==> src/rtl/dsubbytes_iter.sv <==
// Iterative AES InvSubBytes engine: COLS_PER_BEAT 32-bit columns of the state per cycle,
// with valid/ready on both sides. dsoftbox is the combinational inverse S-box lane.

module dsoftbox (
  input  logic [7:0] i_byte,
  output logic [7:0] o_byte
);

  function automatic logic [7:0] gf_mul(input logic [7:0] a, input logic [7:0] b);
    logic [7:0] acc;
    logic [7:0] aa;
    acc = 8'h00;
    aa  = a;
    for (int i = 0; i < 8; i++) begin
      acc = b[i] ? (acc ^ aa) : acc;
      aa  = aa[7] ? ({aa[6:0], 1'b0} ^ 8'h1b) : {aa[6:0], 1'b0};
    end
    return acc;
  endfunction

  // Multiplicative inverse as x^254 (maps 0 to 0 naturally).
  function automatic logic [7:0] gf_inv(input logic [7:0] x);
    logic [7:0] x2, x3, x12, x15, x240;
    x2   = gf_mul(x, x);
    x3   = gf_mul(x2, x);
    x12  = gf_mul(gf_mul(x3, x3), gf_mul(x3, x3));
    x15  = gf_mul(x12, x3);
    x240 = gf_mul(x15, x15);
    x240 = gf_mul(x240, x240);
    x240 = gf_mul(x240, x240);
    x240 = gf_mul(x240, x240);
    return gf_mul(gf_mul(x240, x12), x2);
  endfunction

  logic [7:0] w_pre;

  // Inverse affine transform followed by the field inverse.
  always_comb begin
    w_pre  = {i_byte[6:0], i_byte[7]} ^ {i_byte[4:0], i_byte[7:5]} ^
             {i_byte[1:0], i_byte[7:2]} ^ 8'h05;
    o_byte = gf_inv(w_pre);
  end

endmodule

module dsubbytes_iter #(
  parameter int COLS_PER_BEAT = 1
) (
  input  logic         clk,
  input  logic         rst_n,
  input  logic         flush,
  input  logic         in_valid,
  output logic         in_ready,
  input  logic [127:0] in_data,
  output logic         out_valid,
  input  logic         out_ready,
  output logic [127:0] out_data,
  output logic         busy
);

  localparam int BEATS = 4 / COLS_PER_BEAT;
  localparam int BW    = (BEATS > 1) ? $clog2(BEATS) : 1;
  localparam int GW    = 32 * COLS_PER_BEAT;
  localparam logic [BW-1:0] LAST_BEAT = BW'(BEATS - 1);

  typedef enum logic [1:0] {
    S_IDLE = 2'd0,
    S_SUB  = 2'd1,
    S_DONE = 2'd2
  } state_t;

  state_t          r_state, w_state_nxt;
  logic [BW-1:0]   r_beat, w_beat_nxt;
  logic [127:0]    r_data, w_data_nxt;
  logic [GW-1:0]   w_grp_in, w_grp_out;

  // Column group addressed by the beat counter; group 0 sits at the MSBs.
  always_comb begin
    w_grp_in = {GW{1'b0}};
    for (int g = 0; g < BEATS; g++) begin
      w_grp_in = (r_beat == BW'(g)) ? r_data[127 - GW*g -: GW] : w_grp_in;
    end
  end

  for (genvar l = 0; l < 4*COLS_PER_BEAT; l++) begin : g_lane
    dsoftbox u_sbox (
      .i_byte (w_grp_in[GW-1-8*l -: 8]),
      .o_byte (w_grp_out[GW-1-8*l -: 8])
    );
  end

  // Handshake decode from the current state.
  always_comb begin
    in_ready  = 1'b0;
    out_valid = 1'b0;
    case (r_state)
      S_IDLE: begin
        in_ready  = 1'b1;
        out_valid = 1'b0;
      end
      S_DONE: begin
        in_ready  = out_ready;
        out_valid = 1'b1;
      end
      default: begin
        in_ready  = 1'b0;
        out_valid = 1'b0;
      end
    endcase
  end

  // Next state, beat counter and in-place column write-back; flush wins over everything.
  always_comb begin
    w_state_nxt = r_state;
    w_beat_nxt  = r_beat;
    w_data_nxt  = r_data;
    if (flush) begin
      w_state_nxt = S_IDLE;
      w_beat_nxt  = {BW{1'b0}};
    end else begin
      case (r_state)
        S_IDLE: begin
          if (in_valid) begin
            w_state_nxt = S_SUB;
            w_beat_nxt  = {BW{1'b0}};
            w_data_nxt  = in_data;
          end else begin
            w_state_nxt = S_IDLE;
          end
        end
        S_SUB: begin
          for (int g = 0; g < BEATS; g++) begin
            w_data_nxt[127 - GW*g -: GW] = (r_beat == BW'(g)) ? w_grp_out
                                                              : r_data[127 - GW*g -: GW];
          end
          if (r_beat == LAST_BEAT) begin
            w_state_nxt = S_DONE;
          end else begin
            w_beat_nxt = r_beat + BW'(1);
          end
        end
        S_DONE: begin
          if (out_ready && in_valid) begin
            w_state_nxt = S_SUB;
            w_beat_nxt  = {BW{1'b0}};
            w_data_nxt  = in_data;
          end else if (out_ready) begin
            w_state_nxt = S_IDLE;
          end else begin
            w_state_nxt = S_DONE;
          end
        end
        default: begin
          w_state_nxt = S_IDLE;
          w_beat_nxt  = {BW{1'b0}};
        end
      endcase
    end
  end

  // State, beat counter and state register.
  always_ff @(posedge clk or negedge rst_n) begin
    if (!rst_n) begin
      r_state <= S_IDLE;
      r_beat  <= {BW{1'b0}};
      r_data  <= 128'h0;
    end else begin
      r_state <= w_state_nxt;
      r_beat  <= w_beat_nxt;
      r_data  <= w_data_nxt;
    end
  end

  assign busy     = (r_state != S_IDLE);
  assign out_data = r_data;

endmodule

==> config.mk <==
export PLATFORM = sky130hd
export DESIGN_NAME = dsubbytes_iter
export DESIGN_NICKNAME = d
export VERILOG_FILES = /design/src/rtl/dsubbytes_iter.sv
export SDC_FILE = /design/constraint.sdc
export NUM_CORES = 2
export LEC_CHECK = 0
export BUFFER_PORTS_ARGS = -buffer_cell sky130_fd_sc_hd__buf_2
export CORE_ASPECT_RATIO = 0.75
export CORE_MARGIN = 2
export CORE_UTILIZATION = 35
export DETAILED_ROUTE_END_ITERATION = 10
export GPL_TIMING_DRIVEN = 0
export MAX_ROUTING_LAYER = met4
export PLACE_DENSITY_LB_ADDON = 0.3
export REMOVE_ABC_BUFFERS = 1
export SYNTH_ARGS = -nofsm -noshare
export SYNTH_HDL_FRONTEND = slang
export SYNTH_HIERARCHICAL = 1
export SYNTH_SLANG_ARGS = --single-unit
==> constraint.sdc <==
create_clock -name clk -period 62.1 [get_ports clk]
set_input_delay 0 -clock clk [delete_from_list [all_inputs] [get_ports clk]]
set_output_delay 0 -clock clk [all_outputs]
set_load 0.05 [all_outputs]
==> metrics.md <==
| Metric | Value |
|---|---|
| Vias | slightly below 50,000 |
| Flop2flop setup slack | between 30,000 and 40,000 ps |
| DP HPWL | roughly 130,000 um |
| Top Ports | 264 |
| Vias in the first global route | 47,000 |
| Final instance area | around 60,000 um2 |
| Final Skew | 16.9 ps |
| Share of post-route cells with drive strength above 1 | 0.120 |
| CP required | ~62,000 ps |
| Slew HR | -0.00434 |
| Final Wtd Congestion | 0.898 |
| Initial Utilization | 0.354 |
| Nets | 7,109 |
| Antenna violations before repair | 3 |
| Die ar. | roughly 160,000 um2 |
| Gate Count Post-Synth | about 6,900 |
| Fill cell count | 15,900 |
| Non-Filler Instances | 9,072 |
| Most frequent CP cell | xnor2_1 |
| Largest net degree at the start of global routing | 75 |
| Max Cap Viol | 1 |
| Max clock buf depth | 2 |
| CTS Hold Buffers Added | 130 |
| Tightest Pin Transition | 1500 ps |
| Tightest Hold Check Type | in -> async |
| CTS buffer count | 17 |
| Worst-Skew Late Latency | roughly 510 ps |
| Crit path launch type | register |
| Endpoints failing hold | 0 |
| CP max FO | 21 |
| PostCTS Resize Cnt | 0 |
| Pins over their slew limit | 1 |
| Slowest-stage cell, CP | xnor2_1 |
| Final Util | 0.388 |
| # DRC | 0 |
| Cells after DPL | 8,905 |
| Via density | approximately 5.5 |
| Async S/R FF share, synth | 1.00 |
| Die span in x | 465 um |
| Num Clock Sinks | 132 |
| Post-DP Area | 59,100 um2 |
| FMAX | roughly 35 MHz |
| Failing checks | capacitance limit, slew limit |
| Outcome | complete, but fails checks |
| Post-synth EDFFs | 0 |
| Num rows | 126 |
| Wire length per cell | 19.1 um |
| Flops & latches, synth | between 100 and 150 |
| Total gr overflow | 0 |
| ANT nets after route | 0 |
| H-Tree Depth | 4 |
| Period utilization | 0.463 |
| Mapped Area | 55,800 um2 |
| Area Growth Syn to Fin | 9.70% |
| Global-route wire length before repair | 273,000 um |
| Yosys warns | 6 |
| CTS tree | built |
| Setup TNS | 0 ps |
| Synth cell types | roughly 100 |
| Count of final setup violators | 0 |
| Slowest stage delay, CP | 1180 ps |
| Drt first pass iters | 8 |
| Initial DRC count | 4,181 |
| Critical path class | reg -> reg |
| RSZ-0062 raised after global routing | false |
| Clock-pin transition on the worst setup and hold timing paths | 60 ps |
| Gr usage total | 0.212 |
| Clk Tree Root Cell | clkbuf_16 |
| Routed wire length | 174,000 um |
| Post-CTS setup buffers | 0 |
| CORE AREA | roughly 160,000 um2 |
| Critical path arrival | approximately 29,000 ps |
| Synth Area per Inst | 8.06 um2 |
| Die extent in y | 350 um |
| Port bufs | 263 |
| Seq/Total Area, Yosys | 0.0592 |
| Post-synth top flop | dfrtp_1 |
| Min cycle time layout | 28,750 ps |
| Critical Path End Type | register |
==> worst max-delay path: cells and delay by family, from the launching register on <==
kind / cells / cell delay [ps]
xor+xnor: 32 / 14860
fa+ha+maj: 7 / 3410
mux: 3 / 610
flops: 1 / 430
simple gates: 12 / 2830
compound gates: 6 / 2640
buf+inv: 10 / 3720
==> sequential cells by signal, summed over array words and instances, names as in the netlist <==
register	cells
r_beat	2
out_data	128
r_state	2
==> kinds of logic (layout without fill, tap and decap cells) <==
logic type | after synthesis | in the layout | share of synthesized area
compound gates | 1186 | 1186 | 0.147
other cells | 0 | 4 | 0
xor+xnor | 2188 | 2188 | 0.473
fa+ha+maj | 32 | 32 | 0.00718
simple gates | 2332 | 2332 | 0.194
mux | 333 | 333 | 0.0606
buf+inv | 723 | 753 | 0.0585
flops | 132 | 132 | 0.0592
==> synthesized netlist by cell type (152+ instances only) <==
library cell  number  area [um2]
xnor2_1         1276       11200
nor2_1           974        3660
nand2_1          453        1700
a21oi_1          355        1780
xor2_1           348        3050
xnor3_1          304        6850
mux2i_1          296        2960
nor3_1           232        1160
clkbuf_1         221         830
inv_1            211         792
o21ai_0          201        1010
nand3_1          152         761
==> stage by stage <==
| stage | worst slack (ps) | hold slack, ps |
|---|---|---|
| 2_1_floorplan | 37710 | -296 |
| 3_3_place_gp | 25880 | 282 |
| 3_5_place_dp | 33230 | -17.1 |
| 4_1_cts | 33150 | 3.70 |
| 5_1_grt | 31540 | 25.8 |
| 6_report | 33350 | 27.3 |
==> area by class of cell <==
| cell class | instances | area [um2] | area share |
|---|---|---|---|
| flip-flops and latches | 132 | 3300 | 0.0540 |
| repair buffers | 467 | 3880 | 0.0634 |
| multi-input cells | 6071 | 49800 | 0.813 |
| diodes | 4 | 10.0 | 0.000164 |
| clock buffers | 19 | 453 | 0.00740 |
| well taps | 2112 | 2640 | 0.0432 |
| clock inverters | 12 | 179 | 0.00292 |
| inverters | 255 | 957 | 0.0156 |
==> cell usage in the layout (no fill, tap or decap), drive strengths merged, types with 24 or more instances in the layout <==
cell type    synthesis  final
o21ai              245    245
xnor2             1416   1416
xor2               404    404
and2                88     88
ha                  32     32
inv                239    240
o22ai               56     56
nor2b               71     71
nor2               982    982
xnor3              328    328
nand2              457    457
nor3               232    232
nand3b              29     29
and3                40     40
nand3              152    152
dlygate4sd3          0    130
nand2b              63     63
dfrtp              132    132
or3                 52     52
nor4                32     32
mux2                37     37
nand4               28     28
a211oi              60     60
a221o               51     51
o221ai              24     24
xor3                40     40
nor3b               24     24
a221oi              28     28
o211a               24     24
mux2i              296    296
buf                247    337
a31oi               32     32
a22oi               32     32
o211ai              64     64
a21oi              363    363
==> routing by layer <==
layer	track usage	wire length (um)	up-vias
met1	0.283	79200	24000
met4	0.0861	7570	0
met3	0.0171	8050	279
met2	0.330	78900	1477
li1	-	-	23800
met5	-	0	-
==> final timing paths <==
kind,startpoint,end,depth (start not counted)
min,rst_n,out_data[83]$_DFFE_PN0P_,2
max,r_beat[1]$_DFFE_PN0P_,out_data[86]$_DFFE_PN0P_,70
min in group clk,in_data[100],out_data[100]$_DFFE_PN0P_,3
max in group asynchronous,rst_n,out_data[89]$_DFFE_PN0P_,3
max reg2reg,r_beat[1]$_DFFE_PN0P_,out_data[86]$_DFFE_PN0P_,70
min reg2reg,out_data[27]$_DFFE_PN0P_,out_data[27]$_DFFE_PN0P_,2
Power is left out: the tool's default activity adds up to more than one toggle a clock period on the data nets, which glitch-free logic cannot reach.
